**config.mk**
```make
export PLATFORM = sky130hd
export DESIGN_NAME = ga_generation_sequencer
export DESIGN_NICKNAME = d
export VERILOG_FILES = /design/src/rtl/ga_pkg.sv /design/src/rtl/ga_best_tracker.sv /design/src/rtl/ga_generation_sequencer.sv
export SDC_FILE = /design/constraint.sdc
export NUM_CORES = 1
export LEC_CHECK = 0
export BUFFER_PORTS_ARGS = -buffer_cell sky130_fd_sc_hd__buf_2
export CELL_PAD_IN_SITES_DETAIL_PLACEMENT = 0
export CELL_PAD_IN_SITES_GLOBAL_PLACEMENT = 1
export CORE_ASPECT_RATIO = 0.9
export CORE_MARGIN = 8
export CORE_UTILIZATION = 35
export DETAILED_ROUTE_END_ITERATION = 8
export HOLD_SLACK_MARGIN = 0.08
export PLACE_DENSITY = 0.76
export SLEW_MARGIN = 20
export SYNTH_ARGS = -nofsm -noshare
export SYNTH_HDL_FRONTEND = slang
export SYNTH_HIERARCHICAL = 1
export SYNTH_SLANG_ARGS = --single-unit
```
**constraint.sdc**
```tcl
create_clock -name clk -period 1.09 [get_ports clk]
set_input_delay 0.218 -clock clk [delete_from_list [all_inputs] [get_ports clk]]
set_output_delay 0.218 -clock clk [all_outputs]
set_load 0.03 [all_outputs]
```
**src/rtl/ga_pkg.sv**
```systemverilog
// Shared types and sizing helpers for the GA generation sequencer.
package ga_pkg;

  typedef enum logic [2:0] {
    PH_INIT   = 3'd0,
    PH_EVAL   = 3'd1,
    PH_SELECT = 3'd2,
    PH_XOVER  = 3'd3,
    PH_MUTATE = 3'd4
  } ga_phase_e;

  typedef enum logic [1:0] {
    ST_IDLE,
    ST_ISSUE,
    ST_WAIT,
    ST_DONE
  } seq_state_e;

  // Generation counter width: must hold 0..max_gen inclusive.
  function automatic int gen_width(input int max_gen);
    return (max_gen < 1) ? 1 : $clog2(max_gen + 1);
  endfunction

endpackage

```
**src/rtl/ga_best_tracker.sv**
```systemverilog
// Best-chromosome tracker; with GA_EARLY_STOP_EN defined it also raises a sticky
// early-stop flag once an accepted fitness reaches TARGET.
module ga_best_tracker
  import ga_pkg::*;
#(
  parameter int            CW     = 8,
  parameter int            FW     = 10,
  parameter logic [FW-1:0] TARGET = {FW{1'b1}}
) (
  input  logic          clk,
  input  logic          rst_n,
  input  logic          clear,
  input  logic          enable,
  input  logic          fit_valid,
  input  logic [CW-1:0] fit_chrom,
  input  logic [FW-1:0] fit_value,
  output logic [CW-1:0] best_chrom,
  output logic [FW-1:0] best_fit,
  output logic          early_stop
);

  logic [CW-1:0] best_chrom_q, best_chrom_d;
  logic [FW-1:0] best_fit_q, best_fit_d;
  logic          accept;

  assign accept = enable && fit_valid;

  // Strict compare so a tie keeps the earlier entry.
  always_comb begin
    best_chrom_d = best_chrom_q;
    best_fit_d   = best_fit_q;
    if (clear) begin
      best_chrom_d = '0;
      best_fit_d   = '0;
    end else if (accept && (fit_value > best_fit_q)) begin
      best_chrom_d = fit_chrom;
      best_fit_d   = fit_value;
    end
  end

  always_ff @(posedge clk or negedge rst_n) begin
    if (!rst_n) begin
      best_chrom_q <= '0;
      best_fit_q   <= '0;
    end else begin
      best_chrom_q <= best_chrom_d;
      best_fit_q   <= best_fit_d;
    end
  end

  assign best_chrom = best_chrom_q;
  assign best_fit   = best_fit_q;

`ifdef GA_EARLY_STOP_EN
  logic stop_q, stop_d, hit;

  assign hit    = accept && (fit_value >= TARGET);
  assign stop_d = clear ? 1'b0 : (stop_q | hit);

  always_ff @(posedge clk or negedge rst_n) begin
    if (!rst_n) stop_q <= 1'b0;
    else        stop_q <= stop_d;
  end

  // Include the live hit so a qualifying result beside the final phase_done counts.
  assign early_stop = stop_q | hit;
`else
  logic unused_target;
  assign unused_target = ^TARGET;
  assign early_stop    = 1'b0;
`endif

endmodule

```
**src/rtl/ga_generation_sequencer.sv**
```systemverilog
// GA per-generation phase sequencer with best-result tracking.
// Optional feature macro: GA_EARLY_STOP_EN (stop after the EVAL that reaches TARGET_FITNESS).
module ga_generation_sequencer
  import ga_pkg::*;
#(
  parameter int                       CHROMOSOME_WIDTH = 8,
  parameter int                       FITNESS_WIDTH    = 10,
  parameter int                       POPULATION_SIZE  = 16,
  parameter int                       MAX_GENERATIONS  = 100,
  parameter logic [FITNESS_WIDTH-1:0] TARGET_FITNESS   = 10'h3FF,
  localparam int                      GEN_W            = gen_width(MAX_GENERATIONS),
  localparam int                      IDX_W            = $clog2(POPULATION_SIZE)
) (
  input  logic                        clk,
  input  logic                        rst_n,
  input  logic                        start_ga,
  input  logic                        ga_abort,
  output logic                        phase_start,
  output logic [2:0]                  phase_sel,
  input  logic                        phase_done,
  input  logic                        fit_valid,
  input  logic [IDX_W-1:0]            fit_idx,
  input  logic [CHROMOSOME_WIDTH-1:0] fit_chrom,
  input  logic [FITNESS_WIDTH-1:0]    fit_value,
  output logic [CHROMOSOME_WIDTH-1:0] best_chromosome,
  output logic [FITNESS_WIDTH-1:0]    best_fitness,
  output logic [GEN_W-1:0]            gen_count,
  output logic                        ga_busy,
  output logic                        ga_done
);

  localparam logic [GEN_W-1:0] GEN_MAX = GEN_W'(MAX_GENERATIONS);

  logic [1:0]       rst_sync_q;
  logic             srst_n;
  seq_state_e       state_q, state_d;
  ga_phase_e        phase_q, phase_d;
  logic [GEN_W-1:0] gen_q, gen_d;
  logic             start_q, start_edge;
  logic             phase_start_q, phase_start_d;
  logic             clear_best, track_en, early_stop;
  logic             unused_idx;

  assign unused_idx = ^fit_idx;

  // Assert asynchronously, release two clocks after rst_n rises.
  always_ff @(posedge clk or negedge rst_n) begin
    if (!rst_n) rst_sync_q <= 2'b00;
    else        rst_sync_q <= {rst_sync_q[0], 1'b1};
  end
  assign srst_n = rst_sync_q[1];

  assign start_edge = start_ga && !start_q;
  assign track_en   = (state_q == ST_WAIT) && (phase_q == PH_EVAL);

  always_comb begin
    state_d    = state_q;
    phase_d    = phase_q;
    gen_d      = gen_q;
    clear_best = 1'b0;
    if (ga_abort) begin
      state_d = ST_IDLE;
    end else begin
      unique case (state_q)
        ST_IDLE, ST_DONE: begin
          if (start_edge) begin
            clear_best = 1'b1;
            gen_d      = '0;
            phase_d    = PH_INIT;
            state_d    = ST_ISSUE;
          end
        end
        ST_ISSUE: state_d = ST_WAIT;
        ST_WAIT: begin
          if (phase_done) begin
            state_d = ST_ISSUE;
            unique case (phase_q)
              PH_INIT:   phase_d = PH_EVAL;
              PH_EVAL: begin
                if ((gen_q == GEN_MAX) || early_stop) state_d = ST_DONE;
                else                                  phase_d = PH_SELECT;
              end
              PH_SELECT: phase_d = PH_XOVER;
              PH_XOVER:  phase_d = PH_MUTATE;
              PH_MUTATE: begin
                phase_d = PH_EVAL;
                gen_d   = (gen_q == GEN_MAX) ? gen_q : gen_q + 1'b1;
              end
              default:   phase_d = PH_INIT;
            endcase
          end
        end
        default: state_d = ST_IDLE;
      endcase
    end
  end

  // Strobe is registered, so it lands one cycle after the ISSUE state.
  assign phase_start_d = (state_q == ST_ISSUE) && !ga_abort;

  always_ff @(posedge clk or negedge srst_n) begin
    if (!srst_n) begin
      state_q       <= ST_IDLE;
      phase_q       <= PH_INIT;
      gen_q         <= '0;
      start_q       <= 1'b0;
      phase_start_q <= 1'b0;
    end else begin
      state_q       <= state_d;
      phase_q       <= phase_d;
      gen_q         <= gen_d;
      start_q       <= start_ga;
      phase_start_q <= phase_start_d;
    end
  end

  ga_best_tracker #(
    .CW     (CHROMOSOME_WIDTH),
    .FW     (FITNESS_WIDTH),
    .TARGET (TARGET_FITNESS)
  ) u_best (
    .clk        (clk),
    .rst_n      (srst_n),
    .clear      (clear_best),
    .enable     (track_en),
    .fit_valid  (fit_valid),
    .fit_chrom  (fit_chrom),
    .fit_value  (fit_value),
    .best_chrom (best_chromosome),
    .best_fit   (best_fitness),
    .early_stop (early_stop)
  );

  assign phase_start = phase_start_q;
  assign phase_sel   = phase_q;
  assign gen_count   = gen_q;
  assign ga_busy     = (state_q == ST_ISSUE) || (state_q == ST_WAIT);
  assign ga_done     = (state_q == ST_DONE);

endmodule
```
# ---- Yosys cells after proc, flatten, opt, wreduce, memory -nomap -nowiden
# Cells that the tools add are included.
dict set report totals {
  register_bits 34
  input_bits 28
}
dict set report classes {
  n_addsub 1
  n_lt_le_gt_ge 1
  n_eq_ne 15
  mux 23
  bitwise_logic 1
  reduce_logical 17
}
# operator count
set ops {}
lappend ops {{$mux 7} 4}
lappend ops {{$mux 10} 2}
lappend ops {{$mux 8} 2}
lappend ops {{$pmux 7 s2} 1}
lappend ops {{$pmux 3 s4} 1}
lappend ops {{$gt 10x10->1} 1}
lappend ops {{$mux 2} 5}
lappend ops {{$mux 3} 3}
lappend ops {{$ne 3x3->1 const B} 3}
lappend ops {{$add 7x1->7 const B} 1}
lappend ops {{$eq 7x7->1 const B} 1}
lappend ops {{$eq 3x2->1 const B} 2}
lappend ops {{$ne 2x2->1 const B} 3}
lappend ops {{$pmux 2 s3} 1}
lappend ops {{$pmux 3 s2} 1}
lappend ops {{$reduce_and 6->1} 1}
lappend ops {{$logic_and 1x1->1} 5}
lappend ops {{$reduce_and 5->1} 1}
lappend ops {{$eq 2x2->1 const B} 2}
lappend ops {{$reduce_bool 2->1} 2}
lappend ops {{$reduce_or 2->1} 2}
lappend ops {{$eq 3x1->1 const B} 1}
lappend ops {{$eq 3x3->1 const B} 1}
lappend ops {{$logic_not 3->1} 1}
lappend ops {{other kinds (8)} 11}

# ---- Depth between registers and ports, before layout
# Gate-level depths: netlist of the first run.
dict set report depth {
  depth_word 6
  depth_mapped 10
  ltp_nobuf 7
}

# ---- Hierarchy
# The synthesis of the first run kept the hierarchy.
# module instances cells_each area_each_um2
set modules_own_cells {}
lappend modules_own_cells {ga_best_tracker 1 114 1167.4}
lappend modules_own_cells {ga_generation_sequencer 1 89 904.6}

# ---- Worst setup path before layout of the first run
# OpenSTA, ideal clock, no wires.
dict set report synth_timing {
  path_type {flip-flop to flip-flop}
  from {reg gen_q[0], in the netlist gen_count[0]}
  to {reg gen_q[2], in the netlist gen_count[2]}
  setup_ns 0.078
  arrival_ns 2.107
  required_time_ns 1.012
  path_slack_ns -1.094
  path_stages_with_launch 8
  n_path_buf 1
  synth_period_minus_slack_ns 2.184
  path_cell_list {dfrtp_1 inv_1 ha_1 nor4bb_1 a311o_1 buf_1 or4_1 a21oi_1}
}
dict set report synth_between {
  elab_chain_cells 5
  elab_cells_between_ends 8
  cone_classes {add/sub: 1; eq/ne: 2; mux: 4; reduce/logical: 1}
}
# element line_no
set synth_rtl {}
lappend synth_rtl {{from (decl)} ga_generation_sequencer.sv:38} ;# logic [GEN_W-1:0] gen_q, gen_d;
lappend synth_rtl {{from (signal assigned)} ga_generation_sequencer.sv:111} ;# gen_q <= gen_d;
lappend synth_rtl {{$add 7x1->7} ga_generation_sequencer.sv:87} ;# gen_d = (gen_q == GEN_MAX) ? gen_q : gen_q + 1'b1;
lappend synth_rtl {{$mux 7} ga_generation_sequencer.sv:87}
lappend synth_rtl {{$mux 7} ga_generation_sequencer.sv:77} ;# unique case (phase_q)
lappend synth_rtl {{$mux 7} ga_generation_sequencer.sv:75} ;# if (phase_done) begin
lappend synth_rtl {{$pmux 7 s2} ga_generation_sequencer.sv:64} ;# unique case (state_q)
# Several ways; a longest one is shown, not always the timed one. The select of a mux whose other input is x is not followed.
# A chain may end at the register's enable or synchronous reset.

# ---- Worst setup path in the final report of the first run
dict set report layout_timing {
  from {reg state_q[1]}
  to {reg phase_q[2], in the netlist phase_sel[2]}
}
dict set report layout_between {
  elab_chain_cells 4
  elab_cells_between_ends 10
  cone_classes {eq/ne: 5; mux: 1; reduce/logical: 4}
}
# element line_no
set layout_rtl {}
lappend layout_rtl {{from (decl)} ga_generation_sequencer.sv:36} ;# seq_state_e state_q, state_d;
lappend layout_rtl {{from (signal assigned)} ga_generation_sequencer.sv:109} ;# state_q <= state_d;
lappend layout_rtl {{$eq 2x2->1 or $logic_not 2->1 (tied branches)} ga_generation_sequencer.sv:64}
lappend layout_rtl {{$reduce_or 2->1} ga_generation_sequencer.sv:64}
lappend layout_rtl {{$ne 2x2->1 (no line) or $reduce_bool 2->1 (tied branches)} --}
lappend layout_rtl {{$reduce_and 5->1 (no line)} --}
lappend layout_rtl {{to (signal assigned)} ga_generation_sequencer.sv:110} ;# phase_q <= phase_d;
lappend layout_rtl {{to (decl)} ga_generation_sequencer.sv:37} ;# ga_phase_e phase_q, phase_d;
# Several ways; a longest one is shown, not always the timed one.

==> impl_metrics.yaml, run 1 <==
route:
  num_vias: 2014
  dr.first_iter.drc_count: 44
  drc: 0
  routed_wl_um: 6330
  avgRoutedWirePerCell_um: 15.6
  drt_first_pass_iters: 4
  postRouteAntennaNets: 0
  vias_per_cell: 4.97
global_route:
  grt_pass1_vias: 2147
  antenna_found_initial: 0
  overflow: 0
  grt_max_degree: 37
  grt_util_all_layers_pct: 14.2
  grt_pass1_wl_um: 10100
sta:
  fin_ws_ns: -0.891
  slew_viol_final: 0
  rsz0062_at_grt: "true"
  finalHoldViolCount: 0
  min_period_over_period_pct: 182
  setup_viol: 48
  finClkSkew_ns: 0.00400
  max_freq_mhz: 505
  fin_crit_ns: 1.98
setup_path:
  worstPathArrival_ns: 2.15
  critPathTopFamily: "compound AO/OA/AOI/OAI gates"
  cp-start-kind: "flip-flop"
  worstSetupPathType: "reg2reg"
  crit_chain: "inv_1 > ha_2 > a2111o_2 > buf_4 > a21o_1 > mux2_4"
  critPathSlowestCell: "a2111o_2"
  worstSetupEndpointType: "flip-flop"
  cp_slowest_stage_delay_ns: 0.49
  crit_buf_inv: 2
  crit_path_max_fanout: 7
  required_ns: 1.26
die:
  start_util_pct: 36.4
  dieArea_um2: 8640
  die_y_um: 89.0
  fp.dieW_um: 97.1
  rows: 26
  ios: 59
  core_um2: 5690
final_layout:
  syn2layout_area_growth_pct: 73.2
  layout.area.seq_um2: 866
  post-route-util_pct: 63.1
  drive_above_1_share_pct: 56.7
  multiInputGateArea_um2: 1290
  diodes: 0
  fillers: 443
  final_nets: 378
worst_hold_path:
  hold_path_class: "reg2async"
cts:
  clkTransAtPathRegs_ns: 0.07
  clock_latency_ns: 0.28
  tritoncts: "done"
  cts.sinks: 34
  cts_max_level: 2
  cts_buffers: 5
  clockBufferDepth: 2
  root_buffer: "clkbuf_8"
run:
  maxCapViolations: 0
placed_design:
  place.gp.congestion: 0.817
  io_buffers: 54
  place_ws_ns: -0.902
  hpwl_um: 4000
yosys:
  synth-simple-area-share_pct: 21.0
  synth_xor_xnor_area_share_pct: 0
  seq_area_frac_synth_pct: 41.1
  ys_seq_elements: 34
  async_flop_share_pct: 100
  synth-edff-count: 0
  postSynthCellCount: 203
  avgSynthCellArea_um2: 10.2
  synth_cell_types: 41
  syn_nets: 247
  syn_area_um2: 2070
  synthMuxAreaShare_pct: 9.78
  synth_compound_area_share_pct: 11.2
  synth_top_family_by_area: "simple AND/OR/NAND/NOR gates"
  synth_ff_type: "dfrtp_1"
  synth_fa_ha_area_share_pct: 9.66
  yosysWarnings: 6
outcome:
  violations: "negative setup slack"
  outcome: "complete, but fails checks"
pwr:
  p_seq_share_pct: 34.4
  combinationalPowerShare_pct: 37.4
  switchingPower_mw: 1.21
  cellInternalPower_mw: 2.75
  power.leakage_nw: 1.63
  vdd_drop_max_uv: 856
  clkPwrFrac_pct: 28.2
  p_sw_share_pct: 30.5
  power_per_cell_area_nw_per_um2: 1100
final timing paths:
kind	start	slack, ns	cells past startpoint	to
max in group asynchronous	rst_sync_q[1]	0.53	1	u_best/best_fit[2]
hold / removal	rst_sync_q[1]	0.18	1	gen_count[1]
min in group clk	fit_chrom[7]	0.18	3	u_best/best_chrom[7]
setup reg to reg	state_q[1]	-0.89	6	phase_sel[2]
setup / recovery	state_q[1]	-0.89	6	phase_sel[2]
hold reg to reg	rst_sync_q[1]	0.18	1	gen_count[1]
worst reg2reg max path, delay by kind of cell (launching register included):
kind	cells	cell delay, ns
multiplexers	1	0.30
adder cells (fa/ha/maj)	1	0.21
AO/OA/AOI/OAI	2	0.67
flip-flops	1	0.43
buffers and inverters	2	0.27
layer usage:
metal / wire (um) / track usage [%] / vias to the layer above
met4: 119 / 6.00 / 0
met2: 3210 / 24.8 / 53
met1: 2710 / 16.2 / 978
li1: - / - / 968
met3: 297 / 4.02 / 15
met5: 0 / 0 / -
final cells by class:
type / instances / share of cell area (%)
Timing Repair Buffer: 133 / 32.5
Tap cell: 70 / 2.44
Multi-Input combinational cell: 141 / 35.8
Clock buffer: 8 / 3.07
Inverter: 19 / 2.06
Sequential cell: 34 / 24.1
through the flow:
step                setup TNS, ns  instances  total power [mW]  area (um2)  hold slack [ns]
global placement           -21.77        363              2.34        2790          0.00436
finish                     -25.80        405              3.96        3590            0.177
detailed placement         -22.79        363              2.36        2790          0.00465
CTS                        -25.36        392              3.77        3380            0.174
global route               -29.07        405              4.18        3590            0.187
floorplan                  -20.75        203              1.97        2150          -0.0776
state kept, by name, indices dropped and copies added, names as in the netlist:
name               cells
rst_sync_q             2
u_best/best_fit       10
phase_sel              3
start_q                1
phase_start            1
u_best/best_chrom      8
state_q                2
gen_count              7
cell families after synthesis:
group | after synthesis
multiplexers | 20
adder cells (fa/ha/maj) | 16
AND/OR/NAND/NOR | 70
AO/OA/AOI/OAI | 32
other | 2
buffers and inverters | 29
flip-flops | 34
synthesized netlist by cell type, types with 3 or more instances:
library cell,count,share of area [%]
nand4_1,4,1.2
o31ai_1,5,1.8
nor2_1,3,0.54
nand2b_1,38,11
nand2_1,4,0.72
clkbuf_1,5,0.91
dfrtp_1,34,41
a21o_1,3,1.1
nor3_1,4,0.97
ha_1,16,9.7
inv_1,19,3.4
or4_1,5,1.8
mux2i_1,18,8.7
a21oi_1,12,2.9
power groups by stage:
| stage | logic [mW] | registers, mW | clock network (mW) |
|---|---|---|---|
| floorplan | 0.510 | 1.46 | 0 |
| global placement | 0.965 | 1.38 | 0 |
| detailed placement | 0.980 | 1.38 | 0 |
| CTS | 1.25 | 1.36 | 1.16 |
| global route | 1.60 | 1.37 | 1.21 |
| finish | 1.48 | 1.36 | 1.12 |
placed cells by master (no fill, tap or decap), types with 4 or more instances in the layout:
| master | count |
|---|---|
| clkbuf_8 | 8 |
| nand2_1 | 4 |
| inv_1 | 15 |
| nand4_1 | 4 |
| buf_6 | 54 |
| a21oi_2 | 7 |
| dfrtp_1 | 22 |
| dfrtp_2 | 12 |
| a21oi_1 | 4 |
| ha_1 | 10 |
| buf_2 | 26 |
| buf_4 | 49 |
| nand2b_1 | 38 |
| mux2i_1 | 18 |
repair_timing:
action / in CTS / in global routing
buffers inserted: 18 / 24
pin swaps: 7 / 10
endpoints found under the hold margin: 3 / 0
gates resized for setup: 85 / 48
endpoints found under the setup margin: 52 / 59
gates cloned: 2 / 0
hold buffers: 2 / 0
Power figures use the tool's default switching activity.
==> run 2: changes to the inputs <==
--- a/config.mk
+++ b/config.mk
@@ -14,6 +14,7 @@
 export DETAILED_ROUTE_END_ITERATION = 8
 export HOLD_SLACK_MARGIN = 0.08
 export PLACE_DENSITY = 0.76
+export SKIP_LAST_GASP = 1
 export SLEW_MARGIN = 20
 export SYNTH_ARGS = -nofsm -noshare
 export SYNTH_HDL_FRONTEND = slang
==> run 2 against run 1 <==
  * The flow still finishes with violations (negative setup slack)
  * Critical path type unchanged
  * Worst setup slack worse by 0.0025 ns
  * Power shrank 0.12%
  * Sequential power about the same
  * Worst hold slack is essentially flat
  * Cell count is 0.49% lower
==> impl_metrics.yaml, run 2 (synthesis gave the netlist of run 1 again) <==
global_route:
  grt_util_all_layers_pct: 14.1
  overflow: 0
  antenna_found_initial: 0
  grt_pass1_wl_um: 10000
  grt_pass1_vias: 2144
  grt_max_degree: 37
setup_path:
  r2r-end: "gen_count[6]"
  crit_path_max_fanout: 7
  critPathSlowestCell: "or4_4"
  reg2reg_slack_ns: -0.89
  cp_slowest_stage_delay_ns: 0.54
  endpoint: "gen_count[6]"
  crit_chain: "inv_1 > ha_2 > a2111o_2 > or4_4 > a21oi_2"
  reg2regPathDepth: 5
  crit_path_start: "state_q[1]"
  worstSetupPathType: "reg2reg"
  r2r_start: "state_q[1]"
  worstPathArrival_ns: 2.20
  cp-start-kind: "flip-flop"
  required_ns: 1.31
  worstSetupEndpointType: "flip-flop"
route:
  dr.first_iter.drc_count: 41
  vias_per_cell: 4.87
  avgRoutedWirePerCell_um: 15.8
  drc: 0
  routed_wl_um: 6360
  num_vias: 1964
  postRouteAntennaNets: 0
  drt_first_pass_iters: 4
pwr:
  p_seq_share_pct: 34.4
  cellInternalPower_mw: 2.75
  vdd_drop_max_uv: 871
  power.leakage_nw: 1.62
  clkPwrFrac_pct: 28.4
  switchingPower_mw: 1.21
  p_sw_share_pct: 30.6
  combinationalPowerShare_pct: 37.2
  power_per_cell_area_nw_per_um2: 1110
placed_design:
  io_buffers: 54
  place.gp.congestion: 0.817
  placed_area_um2: 2790
  placed_cells: 363
  place_ws_ns: -0.902
  hpwl_um: 4000
sta:
  slew_viol_final: 0
  max_freq_mhz: 504
  fin_crit_ns: 1.98
  rsz0062_at_grt: "true"
  finalHoldViolCount: 0
  min_period_over_period_pct: 182
  setup_viol: 50
  finClkSkew_ns: 0.00289
  hold_ws_ns: 0.177
  fin_ws_ns: -0.894
outcome:
  violations: "negative setup slack"
  outcome: "complete, but fails checks"
cts:
  cts.sinks: 34
  cts_buffers: 5
  tritoncts: "done"
  cts_max_level: 2
  clock_latency_ns: 0.29
  clockBufferDepth: 2
  clkTransAtPathRegs_ns: 0.07
  root_buffer: "clkbuf_8"
die:
  start_util_pct: 36.4
  dieArea_um2: 8640
  rows: 26
  die_y_um: 89.0
  fp.dieW_um: 97.1
  core_um2: 5690
  ios: 59
run:
  maxCapViolations: 0
final_layout:
  final_area_um2: 3560
  final_nets: 376
  layout_common_cells: "51 x buf_4, 50 x buf_6, 38 x nand2b_1"
  syn2layout_area_growth_pct: 71.9
  layout.cells.most_common: "buf_4"
  final_cells: 403
  drive_above_1_share_pct: 56.2
  diodes: 0
  largest_reg_flops: 10
worst_hold_path:
  hold_path_class: "reg2async"
## run 2: worst min-delay path by stage
stage	startpoint	endpoint	slack, ns	depth (start not counted)
2_1_floorplan	rst_n	rst_sync_q[0]	-0.08	0
3_3_place_gp	rst_n	rst_sync_q[1]	0.004	1
3_5_place_dp	rst_n	rst_sync_q[1]	0.005	1
4_1_cts	fit_chrom[3]	u_best/best_chrom[3]	0.17	3
5_1_grt	fit_chrom[1]	u_best/best_chrom[1]	0.19	3
6_report	rst_sync_q[1]	gen_count[1]	0.18	1
## run 2: power groups by stage
stage | Clock [mW] | Sequential [mW] | Combinational, mW
2_1_floorplan | 0 | 1.46 | 0.510
3_3_place_gp | 0 | 1.38 | 0.965
3_5_place_dp | 0 | 1.38 | 0.980
4_1_cts | 1.16 | 1.36 | 1.24
5_1_grt | 1.21 | 1.37 | 1.59
6_report | 1.12 | 1.36 | 1.47
## run 2: metrics by stage
| stage | util, % | power (mW) | TNS [ns] |
|---|---|---|---|
| after global placement | 49.0 | 2.34 | -21.77 |
| after floorplan | - | 1.97 | -20.75 |
| after detailed placement | 49.0 | 2.36 | -22.79 |
| final | 62.5 | 3.96 | -25.82 |
| after CTS | 58.9 | 3.76 | -25.55 |
| after global routing | 62.5 | 4.16 | -29.16 |
## run 2: final cells by class
class	instances	area (um2)
multi-input cells	141	1290
repair buffers	131	1140
inverters	19	73.8
flip-flops and latches	34	866
clock buffers	8	110
fillers	460	2130
well taps	70	87.6
## run 2: layer usage
metal	global-route usage (%)	share of wire (%)
met1	16.2	43
met2	24.4	51
met3	4.02	4.4
met4	6.00	1.6
met5	0	0
## run 2: critical path, delay by kind of cell, from the launching register on
family / cells / cell delay (ns)
compound gates: 2 / 0.64
simple gates: 1 / 0.54
flops: 1 / 0.43
fa+ha+maj: 1 / 0.21
buf+inv: 1 / 0.10
## run 2: what timing repair did
action	CTS	global route
pin swaps	6	12
endpoints found under the hold margin	3	0
resized for setup	76	53
setup endpoints to repair	52	59
hold buffers	2	0
setup buffers	18	22
cloned	2	0
